<file path="src/rtl/pig_game_if.sv">
// Interface bundling the die-roller/button inputs and score-display outputs of the Pig game.
// master drives die value and buttons; slave is the game engine.
// No flow control: levels in, registered levels/pulses out.
interface pig_game_if #(
  parameter int SCORE_W = 8
);
  logic [2:0]         num;
  logic               choose;
  logic               hold;
  logic               new_game;
  logic               player;
  logic [SCORE_W-1:0] turn_total;
  logic [SCORE_W-1:0] score0;
  logic [SCORE_W-1:0] score1;
  logic [2:0]         last_roll;
  logic               bust;
  logic               game_over;
  logic               winner;

  modport master (
    output num, choose, hold, new_game,
    input  player, turn_total, score0, score1, last_roll, bust, game_over, winner
  );

  modport slave (
    input  num, choose, hold, new_game,
    output player, turn_total, score0, score1, last_roll, bust, game_over, winner
  );
endinterface

</file>
<file path="src/rtl/pig_game.sv">
// Two-player Pig game engine: consumes committed die rolls and hold presses, tracks turn/banked scores and winner.
// Latency: one clock from the sampled input edge to updated outputs.
// Backpressure: none; every qualifying edge is consumed, events in WIN are discarded.
module pig_game #(
  parameter int SCORE_W = 8,
  parameter int TARGET  = 100
) (
  input logic      clk,
  input logic      rst_n,
  pig_game_if.slave bus
);

  typedef enum logic {S_PLAY, S_WIN} state_t;

  localparam logic [SCORE_W-1:0] TARGET_V = SCORE_W'(TARGET);

  state_t             r_state;
  logic               r_choose_q;
  logic               r_hold_q;
  logic               r_player;
  logic [SCORE_W-1:0] r_turn;
  logic [SCORE_W-1:0] r_score0;
  logic [SCORE_W-1:0] r_score1;
  logic [2:0]         r_last;
  logic               r_bust;
  logic               r_game_over;
  logic               r_winner;

  logic               w_num_ok;
  logic               w_roll_ev;
  logic               w_hold_ev;
  logic [SCORE_W-1:0] w_cur_score;
  logic [SCORE_W-1:0] w_turn_add;
  logic [SCORE_W-1:0] w_bank;

  // Unsigned add that clamps at all-ones instead of wrapping.
  function automatic logic [SCORE_W-1:0] sat_add(input logic [SCORE_W-1:0] a,
                                                 input logic [SCORE_W-1:0] b);
    logic [SCORE_W:0] s;
    s = {1'b0, a} + {1'b0, b};
    return s[SCORE_W] ? {SCORE_W{1'b1}} : s[SCORE_W-1:0];
  endfunction

  // Rising edges only; die values 0 and 7 are not legal faces and are ignored.
  assign w_num_ok    = (bus.num != 3'd0) && (bus.num != 3'd7);
  assign w_roll_ev   = bus.choose & ~r_choose_q & w_num_ok;
  assign w_hold_ev   = bus.hold & ~r_hold_q;
  assign w_cur_score = r_player ? r_score1 : r_score0;
  assign w_turn_add  = sat_add(r_turn, SCORE_W'(bus.num));
  assign w_bank      = sat_add(w_cur_score, r_turn);

  // Game FSM plus edge-detect history; all outputs are registered here.
  always_ff @(posedge clk or negedge rst_n) begin
    if (!rst_n) begin
      r_state     <= S_PLAY;
      // Start high so buttons already held at reset release do not count as presses.
      r_choose_q  <= 1'b1;
      r_hold_q    <= 1'b1;
      r_player    <= 1'b0;
      r_turn      <= '0;
      r_score0    <= '0;
      r_score1    <= '0;
      r_last      <= 3'd0;
      r_bust      <= 1'b0;
      r_game_over <= 1'b0;
      r_winner    <= 1'b0;
    end else begin
      r_choose_q <= bus.choose;
      r_hold_q   <= bus.hold;
      r_bust     <= 1'b0;
      if (bus.new_game) begin
        r_state     <= S_PLAY;
        r_player    <= 1'b0;
        r_turn      <= '0;
        r_score0    <= '0;
        r_score1    <= '0;
        r_last      <= 3'd0;
        r_game_over <= 1'b0;
        r_winner    <= 1'b0;
      end else begin
        case (r_state)
          S_PLAY: begin
            if (w_roll_ev) begin
              // A roll wins over a simultaneous hold; the hold must be pressed again.
              r_last <= bus.num;
              if (bus.num == 3'd1) begin
                r_turn   <= '0;
                r_player <= ~r_player;
                r_bust   <= 1'b1;
              end else begin
                r_turn <= w_turn_add;
              end
            end else if (w_hold_ev) begin
              if (r_player) r_score1 <= w_bank;
              else          r_score0 <= w_bank;
              r_turn <= '0;
              if (w_bank >= TARGET_V) begin
                r_state     <= S_WIN;
                r_game_over <= 1'b1;
                r_winner    <= r_player;
              end else begin
                r_player <= ~r_player;
              end
            end
          end
          default: ; // S_WIN: everything frozen until new_game or reset
        endcase
      end
    end
  end

  assign bus.player     = r_player;
  assign bus.turn_total = r_turn;
  assign bus.score0     = r_score0;
  assign bus.score1     = r_score1;
  assign bus.last_roll  = r_last;
  assign bus.bust       = r_bust;
  assign bus.game_over  = r_game_over;
  assign bus.winner     = r_winner;

endmodule

</file>
<file path="src/flat_wrapper.sv">
// flat-port wrapper written by rule: the top's interface ports become plain ports
module pig_game_flat 
#(
  parameter int SCORE_W = 8,
  parameter int TARGET  = 100
)
  (clk, rst_n, bus_num, bus_choose, bus_hold, bus_new_game, bus_player, bus_turn_total, bus_score0, bus_score1, bus_last_roll, bus_bust, bus_game_over, bus_winner);
  pig_game_if #(.SCORE_W(SCORE_W)) bus_i ();
  input logic clk;
  input logic rst_n;
  input wire logic [$bits(bus_i.num)-1:0] bus_num;
  input wire logic [$bits(bus_i.choose)-1:0] bus_choose;
  input wire logic [$bits(bus_i.hold)-1:0] bus_hold;
  input wire logic [$bits(bus_i.new_game)-1:0] bus_new_game;
  output wire logic [$bits(bus_i.player)-1:0] bus_player;
  output wire logic [$bits(bus_i.turn_total)-1:0] bus_turn_total;
  output wire logic [$bits(bus_i.score0)-1:0] bus_score0;
  output wire logic [$bits(bus_i.score1)-1:0] bus_score1;
  output wire logic [$bits(bus_i.last_roll)-1:0] bus_last_roll;
  output wire logic [$bits(bus_i.bust)-1:0] bus_bust;
  output wire logic [$bits(bus_i.game_over)-1:0] bus_game_over;
  output wire logic [$bits(bus_i.winner)-1:0] bus_winner;
  assign bus_i.num = bus_num;
  assign bus_i.choose = bus_choose;
  assign bus_i.hold = bus_hold;
  assign bus_i.new_game = bus_new_game;
  assign bus_player = bus_i.player;
  assign bus_turn_total = bus_i.turn_total;
  assign bus_score0 = bus_i.score0;
  assign bus_score1 = bus_i.score1;
  assign bus_last_roll = bus_i.last_roll;
  assign bus_bust = bus_i.bust;
  assign bus_game_over = bus_i.game_over;
  assign bus_winner = bus_i.winner;
  pig_game #(.SCORE_W(SCORE_W), .TARGET(TARGET)) u_core (.clk(clk), .rst_n(rst_n), .bus(bus_i));
endmodule
</file>
<file path="config.mk">
export PLATFORM = sky130hd
export DESIGN_NAME = pig_game_flat
export DESIGN_NICKNAME = d
export VERILOG_FILES = /design/src/rtl/pig_game_if.sv /design/src/rtl/pig_game.sv /design/src/flat_wrapper.sv
export SDC_FILE = /design/constraint.sdc
export NUM_CORES = 1
export LEC_CHECK = 0
export ABC_CLOCK_PERIOD_IN_PS = 3600
export CAP_MARGIN = 40
export CORE_UTILIZATION = 40
export CTS_BUF_LIST = sky130_fd_sc_hd__clkbuf_4 sky130_fd_sc_hd__clkbuf_8
export DETAILED_ROUTE_END_ITERATION = 8
export PLACE_DENSITY = 0.75
export SYNTH_ARGS = -nofsm -noshare
export SYNTH_HDL_FRONTEND = slang
export SYNTH_SLANG_ARGS = --single-unit
</file>
<file path="constraint.sdc">
create_clock -name clk -period 3.6 [get_ports clk]
set_clock_uncertainty 0.1 [all_clocks]
set_input_delay 0.72 -clock clk [delete_from_list [all_inputs] [get_ports clk]]
set_output_delay 0.72 -clock clk [all_outputs]
set_load 0.02 [all_outputs]
</file>
==> key figures, run 1 <==
Timing
  – Final Critical Period: between 3 and 4 ns
  – Total Neg Setup Slack: 0 ns
  – Max-slew violation total from the final report: 0
  – Remaining max-slew budget at the tightest pin: 0.611
  – Fraction of the cycle the final worst path needs: 0.954
  – Highest clock frequency the design can meet: just under 300 MHz
  – Setup repair after global routing missed its margin: no
  – Setup-violating endpoint count in the final report: 0
  – Worst hold slack after final layout: around 0.43 ns
  – Final number of hold-violating endpoints: 0
  – Slew @ Worst Pin: between 0.5 and 0.6 ns
  – Fin worst setup slack: approximately 0.17 ns

Floorplan
  – Die span in y: 76.0 microns
  – Initial core utilization: 0.421
  – Core ar.: 5200 sq um
  – Total die area: 5780 sq um
  – Number of primary I/O pins: 39
  – Site Rows: 26
  – Die width: roughly 76 microns

Flow run
  – MaxCap Viol Count: 0

Yosys
  – Synthesized-area fraction occupied by ao, oa, aoi and oai cells: 0.201
  – Warnings from Yosys: 0
  – Largest family of logic cells by synthesized area: compound AO/OA/AOI/OAI gates
  – Total of flip-flops plus latches after synthesis: 34
  – Async set or reset register ratio after synthesis: 1.00
  – Fraction of the mapped netlist area in simple logic gates: 0.129
  – Fraction of synthesized area in multiplexers: 0.138
  – Number of enable flip-flop cells after synthesis: 0
  – Synth Cell Area: 2190 sq um
  – Gate Count Post-Synth: between 200 and 250
  – Dominant register cell in the synthesized netlist: sky130_fd_sc_hd__dfrtp_1
  – Number of distinct library cells after synthesis: 46
  – Syn Nets: around 240
  – Mean Syn Cell Area: just over 10 sq um
  – Synth Area in Adders: 0.0811
  – Part of the Yosys area used for sequential elements: 0.389
  – Xor-xnor portion of the synthesized cell area: 0.0200

Outcome
  – Outcome: complete, no violations

Routing
  – Detailed Routing Iterations Pass 1: 4
  – Antenna Violating Nets Remaining: 0
  – Total via count after detailed routing: around 1900
  – DRT Wirelength: about 5 mm
  – Post-route DRC: 0
  – Via count normalized by instance count: about 5.6
  – Final routed wire length divided by cell count: 15.4 microns
  – DRT iter0 DRCs: between 100 and 150

Clock tree
  – Cts bufs inserted: 5
  – TritonCTS clock tree: built
  – Root cell of the clock tree: sky130_fd_sc_hd__clkbuf_8
  – Clk sinks: 34
  – Latest clock arrival within the worst-skew pair: 0.29 ns
  – Max clock buf depth: 2
  – Number of buffers added for setup after CTS: 0
  – Deepest level of the CTS H-tree: 2
  – Post-CTS clock slew at the launch and capture registers of the worst setup and hold paths: approximately 0.080 ns

GRT
  – Total congestion overflow after global routing: 0
  – Number of global-route vias before repair: roughly 1800
  – Total global-route track usage: 0.189
  – Maximum number of pins on one net before global-route repair: 35
  – First-pass GRT wire length: 8.65 mm
  – Number of antenna violations at the first check in global routing: 0

Worst setup path
  – Critical path's largest stage delay: between 0.5 and 0.6 ns
  – Buffers & Inverters on Critical Path: 0
  – Crit path launch: u_core.bus.player
  – Critical R2R Launch: u_core.bus.player
  – Slowest CP cell: sky130_fd_sc_hd__dfrtp_1
  – Critical path class: register to register
  – WP data arrival: 3.51 ns
  – Data required time at the worst endpoint: approximately 3.7 ns
  – Kind of start point of the critical path: register
  – Largest delay contributor family on the critical path: compound AO/OA/AOI/OAI gates
  – Critical path endpoint category: register
  – CP max FO: 7
  – Cells along the critical path: mux2_2, ha_1, fa_1, a21o_1, a221oi_4, mux2i_2, a2111oi_4, or2_2, a311o_1

Layout
  – Total number of nets in the final design: around 280
  – Final core utilization: 0.535
  – Number of cells in the finished layout apart from fillers: between 300 and 400
  – Layout cells sized above 1: 0.202
  – Number of fill cells in the layout: between 400 and 500
  – Synthesis-to-layout area growth: 27.1%
  – Number of inserted diodes: 0

Worst hold path
  – Worst hold start: u_core.bus.score0[2]
  – Tightest Hold Check Type: register to register

Placed design
  – Number of input and output port buffers inserted: 38
  – Worst setup timing slack at the placement stage: 0.122 ns
  – DP HPWL: around 3.8 mm
  – Number of placed instances, taps included: 325
  – Final RePlAce weighted congestion: approximately 0.90

Pwr
  – Worst vdd ir: around 0.21 mV
  – Ratio of total power to cell area: around 360 nW/um^2
  – Leakage power figure: 1.23 nW
-- final cells by class --
class,instances,area [sq um],share of cell area
Inverter,14,52.6,0.0189
Timing Repair Buffer,45,433,0.155
Sequential cell,34,853,0.306
Clock inverter,3,40.0,0.0144
Multi-Input combinational cell,162,1250,0.449
Clock buffer,5,68.8,0.0247
Tap cell,70,87.6,0.0314
-- cells in the mapped netlist (2+ instances only) --
master,instances,area share
sky130_fd_sc_hd__a31oi_1,2,0.0057
sky130_fd_sc_hd__o21a_1,3,0.010
sky130_fd_sc_hd__inv_1,14,0.024
sky130_fd_sc_hd__ha_1,11,0.063
sky130_fd_sc_hd__nand3_1,5,0.011
sky130_fd_sc_hd__fa_1,2,0.018
sky130_fd_sc_hd__or3_1,2,0.0057
sky130_fd_sc_hd__xor2_1,3,0.012
sky130_fd_sc_hd__nor3_1,10,0.023
sky130_fd_sc_hd__a21o_1,5,0.017
sky130_fd_sc_hd__a21oi_1,30,0.068
sky130_fd_sc_hd__clkbuf_1,6,0.010
sky130_fd_sc_hd__nand2b_1,4,0.011
sky130_fd_sc_hd__nor2_1,6,0.010
sky130_fd_sc_hd__or3b_2,2,0.0080
sky130_fd_sc_hd__dfrtp_1,32,0.37
sky130_fd_sc_hd__o31ai_1,2,0.0068
sky130_fd_sc_hd__or2_2,2,0.0057
sky130_fd_sc_hd__xnor2_1,2,0.0080
sky130_fd_sc_hd__nand4_1,2,0.0057
sky130_fd_sc_hd__mux2_2,26,0.13
sky130_fd_sc_hd__nand2_1,11,0.019
sky130_fd_sc_hd__dfstp_2,2,0.024
sky130_fd_sc_hd__o21ai_0,8,0.018
sky130_fd_sc_hd__and3_1,2,0.0057
sky130_fd_sc_hd__nand3b_1,2,0.0068
sky130_fd_sc_hd__nor2b_1,3,0.0086
-- where the power goes --
group	internal, W	switching [W]	total (W)
sequential	0.000402	0.0000186	0.000421
combinational	0.000107	0.000120	0.000227
clock	0.000204	0.000146	0.000350
-- per-stage QoR --
stage	power, W	cell area [sq um]
4_1_cts	0.00101	2780
3_3_place_gp	0.000651	2670
5_1_grt	0.00104	2790
6_report	0.000998	2790
3_5_place_dp	0.000656	2670
2_1_floorplan	0.000560	2190
-- registers in the layout, indices dropped and copies added, names as in the netlist, 3 cells and up --
signal                 flops
u_core.bus.score1          8
u_core.bus.last_roll       3
u_core.bus.turn_total      8
u_core.bus.score0          8
-- timing repair --
| action | CTS | global route |
|---|---|---|
| hold buffers | 0 | 0 |
| setup endpoints to repair | 0 | 2 |
| gates resized for setup | 0 | 1 |
-- final timing paths --
| check | cells past startpoint | to | slack, ns |
|---|---|---|---|
| hold reg to reg | 1 | u_core.bus.score0[2] | 0.43 |
| min in group asynchronous | 2 | u_core.bus.turn_total[3] | 0.74 |
| hold / removal | 1 | u_core.bus.score0[2] | 0.43 |
| setup reg to reg | 9 | u_core.bus.player | 0.17 |
| max in group asynchronous | 2 | u_core.r_choose_q | 2.33 |
| setup / recovery | 9 | u_core.bus.player | 0.17 |
-- placed cells by master, fill, tap and decap left out, types with 3 or more instances in the layout --
cell type / instances
sky130_fd_sc_hd__nor3_1: 10
sky130_fd_sc_hd__clkdlybuf4s50_1: 38
sky130_fd_sc_hd__nand3_1: 5
sky130_fd_sc_hd__inv_1: 14
sky130_fd_sc_hd__nand2b_1: 4
sky130_fd_sc_hd__a21oi_1: 30
sky130_fd_sc_hd__clkbuf_8: 5
sky130_fd_sc_hd__dfrtp_1: 32
sky130_fd_sc_hd__nor2b_1: 3
sky130_fd_sc_hd__ha_1: 11
sky130_fd_sc_hd__nand2_1: 11
sky130_fd_sc_hd__mux2_2: 26
sky130_fd_sc_hd__o21a_1: 3
sky130_fd_sc_hd__buf_4: 7
sky130_fd_sc_hd__nor2_1: 6
sky130_fd_sc_hd__a21o_1: 5
sky130_fd_sc_hd__o21ai_0: 8
sky130_fd_sc_hd__xor2_1: 3
-- logic make-up (layout without fill, tap and decap cells) --
group / Yosys count / count (layout)
AOI/OAI and AO/OA: 64 / 64
and+or+nand+nor: 53 / 53
DFF: 34 / 34
muxes: 27 / 27
buffers and inverters: 22 / 67
adders and majority gates: 13 / 13
xor gates and xnor gates: 5 / 5
-- per-layer routing --
metal	global-route usage	wire, microns
met1	0.246	2380
met2	0.301	2420
met3	0.0539	274
met4	0.0635	51
met5	0	0
No activity file was read; power rests on OpenSTA's default activity.
==> run 2, diff against run 1 <==
Settings changed: CAP_MARGIN 40 to 25, CTS_BUF_LIST sky130_fd_sc_hd__clkbuf_4 sky130_fd_sc_hd__clkbuf_8 to not set.
==> run 2 against run 1 <==
First-iteration DRC count increased by 54%. Power decreased by 2.0%. Utilization about the same. Highest routed layer unchanged. Worst setup slack got worse by 0.013 ns. Maximum frequency decreased by 0.38%.
==> key figures, run 2 (synthesized netlist as in run 1, its figures left out) <==
Clock tree
  – Post-CTS clock slew at the launch and capture registers of the worst setup and hold paths: 0.07 ns (about the same)
  – Max clock buf depth: 2 (unchanged)
  – Latest clock arrival within the worst-skew pair: 0.28 ns (about the same)
  – CTS Hold Bufs: 0 (unchanged)
  – Resized Gates After CTS: 0 (unchanged)
  – Cts bufs inserted: 5 (unchanged)
  – Deepest level of the CTS H-tree: 2 (unchanged)
  – Number of buffers added for setup after CTS: 0 (unchanged)
  – Root cell of the clock tree: sky130_fd_sc_hd__clkbuf_8
  – Clk sinks: 34 (unchanged)
  – TritonCTS clock tree: built

GRT
  – Total global-route track usage: 0.190 (+0.00179)
  – Total congestion overflow after global routing: 0 (unchanged)
  – Number of global-route vias before repair: 1718 (-4.3%)
  – Maximum number of pins on one net before global-route repair: 35 (unchanged)
  – Number of antenna violations at the first check in global routing: 0 (unchanged)
  – First-pass GRT wire length: 8.69 mm (+0.49%)

Worst setup path
  – Critical path class: register to register
  – Data required time at the worst endpoint: 3.67 ns (about the same)
  – R2r worst-path depth: 9 (unchanged)
  – Critical R2R Launch: u_core.bus.player
  – Critical path endpoint category: register
  – Setup slack, reg-to-reg: 0.15 ns (about the same)
  – WP data arrival: 3.52 ns (about the same)
  – End of the worst register-to-register path: u_core.bus.player
  – Kind of start point of the critical path: register
  – CP max FO: 7 (unchanged)

Routing
  – Metal1 wirelength: 2.37 mm (-0.34%)
  – Sum of met3 wire segment lengths after detailed routing: 243 microns (-11%)
  – Detailed Routing Iterations Pass 1: 4 (unchanged)
  – DRT iter0 DRCs: 159 (+54%)
  – Met2 WL post-DR: 2.31 mm (-4.7%)
  – Final routed wire length divided by cell count: 15.1 microns (-1.8%)
  – Highest metal used: met4
  – Antenna Violating Nets Remaining: 0 (unchanged)
  – DRT Wirelength: 5.04 mm (-1.8%)
  – Via count normalized by instance count: 5.48 (-1.4%)
  – Total via count after detailed routing: 1826 (-1.4%)
  – Post-route DRC: 0 (unchanged)

Floorplan
  – Core ar.: 5200 sq um (unchanged)
  – Total die area: 5780 sq um (unchanged)
  – Die width: 76.0 microns (unchanged)
  – Initial core utilization: 0.421 (unchanged)
  – Site Rows: 26 (unchanged)
  – Number of primary I/O pins: 39 (unchanged)
  – Die span in y: 76.0 microns (unchanged)

Layout
  – Most common cell after layout, fill and taps aside: sky130_fd_sc_hd__clkdlybuf4s50_1
  – Number of fill cells in the layout: 483 (-1.6%)
  – Top library cells by usage in the layout, fill and taps aside: sky130_fd_sc_hd__clkdlybuf4s50_1 (38), sky130_fd_sc_hd__dfrtp_1 (32), sky130_fd_sc_hd__a21oi_1 (30)
  – Layout cells sized above 1: 0.198 (-0.00380)
  – Number of inserted diodes: 0 (unchanged)
  – Post-route cell area: 2780 sq um (about the same)
  – Total number of nets in the final design: 283 (unchanged)
  – Synthesis-to-layout area growth: 27.0% (about the same)

Timing
  – Fraction of the cycle the final worst path needs: 0.958 (+0.00368)
  – Remaining max-slew budget at the tightest pin: 0.646 (+0.0344)
  – Final number of hold-violating endpoints: 0 (unchanged)
  – Setup repair after global routing missed its margin: no
  – Fin worst setup slack: 0.153 ns (-0.0133 ns)
  – Highest clock frequency the design can meet: 290 MHz (-0.38%)
  – Final Critical Period: 3.45 ns (+0.0133 ns)
  – Setup-violating endpoint count in the final report: 0 (unchanged)
  – Total Neg Setup Slack: 0 ns (unchanged)
  – Slew @ Worst Pin: 0.527 ns (-0.0556 ns)
  – Worst hold slack after final layout: 0.426 ns (-0.00532 ns)
  – Max-slew violation total from the final report: 0 (unchanged)

Worst hold path
  – Endpoint of the worst hold path: u_core.bus.game_over
  – Worst hold start: u_core.bus.game_over
  – Tightest Hold Check Type: register to register
  – Number of stages on the worst hold path: 2 (+1)

Pwr
  – Sum of internal, switching and leakage power: 0.000978 W (-2.0%)
  – Leakage power figure: 1.24 nW (+0.43%)
  – Worst vdd ir: 0.215 mV (+4.8%)
  – Ratio of total power to cell area: 351 nW/um^2 (-1.9%)

Placed design
  – DP HPWL: 3.74 mm (-0.53%)
  – Placed standard-cell area: 2670 sq um (-0.28%)
  – Final RePlAce weighted congestion: 0.900 (unchanged)
  – Number of input and output port buffers inserted: 38 (unchanged)
  – Worst setup timing slack at the placement stage: 0.158 ns (+0.0355 ns)

Outcome
  – Outcome: complete, no violations

Flow run
  – MaxCap Viol Count: 0 (unchanged)
## run 2: cell count changes in the layout (fill, tap and decap cells not counted), sizes merged
cell,delta
clkbuf,+3
clkinv,-2
bufinv,-1
## run 2: cell type report
cell class / count / area (sq um) / share of cell area
clock buffers: 8 / 110 / 0.0396
inverters: 14 / 52.6 / 0.0189
multi-input cells: 162 / 1250 / 0.448
flip-flops and latches: 34 / 853 / 0.307
well taps: 70 / 87.6 / 0.0315
repair buffers: 45 / 433 / 0.156
## run 2: worst max-delay path, cell delays in order, from the launching register on
cell and delay (ns):
sky130_fd_sc_hd__dfrtp_1 0.52, sky130_fd_sc_hd__mux2_2 0.38, sky130_fd_sc_hd__ha_1 0.23, sky130_fd_sc_hd__fa_1 0.39, sky130_fd_sc_hd__a21o_1 0.24, sky130_fd_sc_hd__a221oi_4 0.32
sky130_fd_sc_hd__mux2i_1 0.40, sky130_fd_sc_hd__a2111oi_4 0.10, sky130_fd_sc_hd__or2_2 0.30, sky130_fd_sc_hd__a311o_1 0.35
## run 2: per-stage QoR
| step | utilization | instances |
|---|---|---|
| floorplan | - | 218 |
| global placement | 0.512 | 324 |
| detailed placement | 0.512 | 324 |
| CTS | 0.533 | 332 |
| global route | 0.535 | 333 |
| finish | 0.535 | 333 |
## run 2: layer usage
metal | track usage | vias to the layer above
li1 | - | 888
met1 | 0.262 | 883
met2 | 0.287 | 45
met3 | 0.0479 | 10
met4 | 0.0750 | 0
met5 | 0 | -
## run 2: worst max-delay path by stage
stage                            from           endpoint  slack (ns)  depth (start not counted)
floorplan           u_core.bus.player  u_core.bus.player        0.05                         10
global placement    u_core.bus.player  u_core.bus.player        0.23                          9
detailed placement  u_core.bus.player  u_core.bus.player        0.16                          9
CTS                 u_core.bus.player  u_core.bus.player        0.13                          9
global route        u_core.bus.player  u_core.bus.player       0.002                          9
finish              u_core.bus.player  u_core.bus.player        0.15                          9
## run 2: power by group
part / leakage [nW] / total, W / switching (W) / internal (W)
Clock: 0.0575 / 0.000328 / 0.000135 / 0.000193
Combinational: 0.718 / 0.000228 / 0.000120 / 0.000107
Sequential: 0.464 / 0.000422 / 0.0000193 / 0.000402
==> run 3, diff against run 2 <==
Settings changed: ABC_AREA set to 1.
==> run 3 against run 2 <==
Sequential share of layout area about the same. Worst setup slack better by 0.63 ns. Critical endpoint is now u_core.bus.turn_total[4]. Largest power group unchanged. Clock-buffer cell count down 3. Critical path type is now input port to register.
==> key figures, run 3 <==
Worst setup path
  – R2r worst-path depth: 17 (+8)
  – End of the worst register-to-register path: u_core.bus.player
  – CP max FO: 5 (-2)
  – Kind of start point of the critical path: input port
  – Critical path endpoint category: register
  – Critical path destination: u_core.bus.turn_total[4]
  – Setup slack, reg-to-reg: 0.96 ns (+0.81 ns)
  – Data required time at the worst endpoint: 3.72 ns (+0.05 ns)
  – Crit path launch: bus_num[0]
  – WP data arrival: 2.94 ns (-0.58 ns)
  – Critical path class: input port to register
  – Critical R2R Launch: u_core.bus.player

Routing
  – Final routed wire length divided by cell count: 12.8 microns (-16%)
  – DRT Wirelength: 5.28 mm (+4.9%)
  – DRT iter0 DRCs: 113 (-29%)
  – Detailed Routing Iterations Pass 1: 6 (+2)
  – Total via count after detailed routing: 2093 (+15%)
  – Via count normalized by instance count: 5.06 (-7.8%)
  – Antenna Violating Nets Remaining: 0 (unchanged)
  – Post-route DRC: 0 (unchanged)

Clock tree
  – Number of buffers added for setup after CTS: 0 (unchanged)
  – Latest clock arrival within the worst-skew pair: 0.29 ns (about the same)
  – Cts bufs inserted: 5 (unchanged)
  – Clk sinks: 34 (unchanged)
  – Max clock buf depth: 2 (unchanged)
  – CTS Hold Bufs: 0 (unchanged)
  – Deepest level of the CTS H-tree: 2 (unchanged)
  – TritonCTS clock tree: built
  – Resized Gates After CTS: 0 (unchanged)
  – Root cell of the clock tree: sky130_fd_sc_hd__clkbuf_8
  – Post-CTS clock slew at the launch and capture registers of the worst setup and hold paths: 0.07 ns (about the same)

Timing
  – Total Neg Setup Slack: 0 ns (unchanged)
  – Max-slew violation total from the final report: 0 (unchanged)
  – Setup repair after global routing missed its margin: no
  – Remaining max-slew budget at the tightest pin: 0.719 (+0.0728)
  – Final Critical Period: 2.82 ns (-0.628 ns)
  – Slew @ Worst Pin: 0.422 ns (-0.105 ns)
  – Highest clock frequency the design can meet: 355 MHz (+22%)
  – Setup-violating endpoint count in the final report: 0 (unchanged)
  – Final number of hold-violating endpoints: 0 (unchanged)
  – Fraction of the cycle the final worst path needs: 0.783 (-0.175)

Yosys
  – Fraction of synthesized cell area taken by the top area cell type: 0.360 (-0.00494)
  – Number of distinct library cells after synthesis: 33 (-28%)
  – Dominant register cell in the synthesized netlist: sky130_fd_sc_hd__dfrtp_1
  – Async set or reset register ratio after synthesis: 1.00 (unchanged)
  – Most common cell in the netlist: sky130_fd_sc_hd__nand2_1
  – Commonest cells post-synth: sky130_fd_sc_hd__nand2_1 (89), sky130_fd_sc_hd__inv_1 (35), sky130_fd_sc_hd__dfrtp_1 (32), sky130_fd_sc_hd__o21ai_0 (29), sky130_fd_sc_hd__nor2_1 (22)
  – Mean Syn Cell Area: 7.41 sq um (-26%)
  – Synth Cell Area: 2220 sq um (+1.4%)
  – Gate Count Post-Synth: 300 (+38%)
  – Top cells by area in the synthesized netlist: sky130_fd_sc_hd__dfrtp_1 (36%), sky130_fd_sc_hd__nand2_1 (15%), sky130_fd_sc_hd__o21ai_0 (6.5%), sky130_fd_sc_hd__ha_1 (6.2%), sky130_fd_sc_hd__inv_1 (5.9%)
  – Total of flip-flops plus latches after synthesis: 34 (unchanged)
  – Number of enable flip-flop cells after synthesis: 0 (unchanged)
  – Warnings from Yosys: 0 (unchanged)
  – Part of the Yosys area used for sequential elements: 0.384 (-0.00526)
  – Dominant cell type by area after synthesis: sky130_fd_sc_hd__dfrtp_1
  – Syn Nets: 321 (+34%)

Floorplan
  – Die span in y: 76.5 microns (+0.66%)
  – Total die area: 5860 sq um (+1.3%)
  – Site Rows: 26 (unchanged)
  – Number of primary I/O pins: 39 (unchanged)
  – Initial core utilization: 0.424 (+0.00312)
  – Die width: 76.5 microns (+0.66%)
  – Core ar.: 5240 sq um (+0.62%)

Worst hold path
  – Tightest Hold Check Type: register to register
  – Worst hold start: u_core.bus.last_roll[2]

Layout
  – Post-route cell area: 2790 sq um (+0.13%)
  – Most common cell after layout, fill and taps aside: sky130_fd_sc_hd__nand2_1
  – Number of inserted diodes: 0 (unchanged)
  – Top library cells by usage in the layout, fill and taps aside: sky130_fd_sc_hd__nand2_1 (89), sky130_fd_sc_hd__clkdlybuf4s50_1 (38), sky130_fd_sc_hd__inv_1 (35)
  – Synthesis-to-layout area growth: 25.5%
  – Total number of nets in the final design: 364 (+29%)
  – Layout cells sized above 1: 0.113 (-0.0843)

GRT
  – Total global-route track usage: 0.195 (+0.00448)
  – First-pass GRT wire length: 9.06 mm (+4.2%)
  – Number of antenna violations at the first check in global routing: 0 (unchanged)
  – Total congestion overflow after global routing: 0 (unchanged)
  – Maximum number of pins on one net before global-route repair: 35 (unchanged)
  – Number of global-route vias before repair: 2006 (+17%)

Flow run
  – MaxCap Viol Count: 0 (unchanged)

Placed design
  – DP HPWL: 4.04 mm (+8.1%)
  – Number of input and output port buffers inserted: 38 (unchanged)
  – Placed standard-cell area: 2680 sq um (+0.47%)
  – Final RePlAce weighted congestion: 0.794 (-12%)

Outcome
  – Outcome: complete, no violations

Pwr
  – Ratio of total power to cell area: 329 nW/um^2 (-6.5%)
  – Leakage power figure: 1.38 nW (+12%)
  – Worst vdd ir: 0.227 mV (+5.7%)
==> run 3: cell types whose count changed in the layout (fill, tap and decap cells not counted), moves of 6 or more <==
cell	delta
sky130_fd_sc_hd__nand2_1	+78
sky130_fd_sc_hd__nand3_1	+12
sky130_fd_sc_hd__nor2_1	+16
sky130_fd_sc_hd__nand2_2	+6
sky130_fd_sc_hd__nor3_1	-6
sky130_fd_sc_hd__mux2_2	-26
sky130_fd_sc_hd__a21oi_1	-23
sky130_fd_sc_hd__o21ai_0	+21
sky130_fd_sc_hd__nand3_2	+7
sky130_fd_sc_hd__inv_1	+21
==> run 3: cell families after synthesis <==
| logic type | count (synthesis) | synth area share |
|---|---|---|
| AO/OA/AOI/OAI | 49 | 0.117 |
| XOR/XNOR | 1 | 0.00394 |
| adder cells (fa/ha/maj) | 13 | 0.0800 |
| buffers and inverters | 43 | 0.0777 |
| flip-flops | 34 | 0.384 |
| AND/OR/NAND/NOR | 160 | 0.337 |
==> run 3: critical path: stages <==
cell and delay, ns:
sky130_fd_sc_hd__clkdlybuf4s50_1 0.52, sky130_fd_sc_hd__ha_1 0.19, sky130_fd_sc_hd__inv_1 0.06, sky130_fd_sc_hd__fa_1 0.38
sky130_fd_sc_hd__inv_1 0.08, sky130_fd_sc_hd__nand2_1 0.06, sky130_fd_sc_hd__nand2_1 0.10, sky130_fd_sc_hd__nand4_1 0.12
sky130_fd_sc_hd__nor2_1 0.32, sky130_fd_sc_hd__inv_1 0.09, sky130_fd_sc_hd__o21ai_0 0.08, sky130_fd_sc_hd__a21oi_1 0.07
sky130_fd_sc_hd__o21ai_1 0.14
==> run 3: final cells by class <==
class                   count  area [sq um]
flip-flops and latches     34           853
clock buffers               5          68.8
repair buffers             40           395
inverters                  39           146
well taps                  70          87.6
fillers                   497          2450
clock inverters             3          40.0
multi-input cells         223          1200
==> run 3: power breakdown <==
group / switching (W) / internal (W) / leakage [nW] / total, W
Sequential: 0.0000115 / 0.000397 / 0.465 / 0.000409
Clock: 0.000142 / 0.000204 / 0.0579 / 0.000346
Combinational: 0.000102 / 0.0000594 / 0.861 / 0.000162
==> run 3: how the worst min path moves through the flow <==
stage | end | depth (start not counted) | slack (ns)
2_1_floorplan | u_core.bus.bust | 0 | 0.32
3_5_place_dp | u_core.bus.last_roll[2] | 2 | 0.39
6_report | u_core.bus.last_roll[2] | 2 | 0.41
3_3_place_gp | u_core.bus.last_roll[2] | 2 | 0.39
5_1_grt | u_core.bus.score1[3] | 2 | 0.45
4_1_cts | u_core.bus.score1[3] | 2 | 0.42
==> run 3: routing by layer <==
layer | share of wire | GRT usage | up-vias
li1 | - | - | 1059
met1 | 0.43 | 0.233 | 955
met2 | 0.50 | 0.344 | 67
met3 | 0.051 | 0.0347 | 12
met4 | 0.018 | 0.0769 | 0
met5 | 0 | 0 | -
==> run 3: per-stage QoR <==
| step | hold WS (ns) | util | setup slack, ns | cells | power [W] |
|---|---|---|---|---|---|
| CTS | 0.415 | 0.532 | 0.818 | 414 | 0.000925 |
| finish | 0.412 | 0.532 | 0.781 | 414 | 0.000916 |
| global route | 0.451 | 0.532 | 0.651 | 414 | 0.000960 |
| floorplan | 0.324 | - | 1.11 | 300 | 0.000512 |
| global placement | 0.395 | 0.511 | 0.659 | 406 | 0.000574 |
| detailed placement | 0.394 | 0.511 | 0.518 | 406 | 0.000578 |
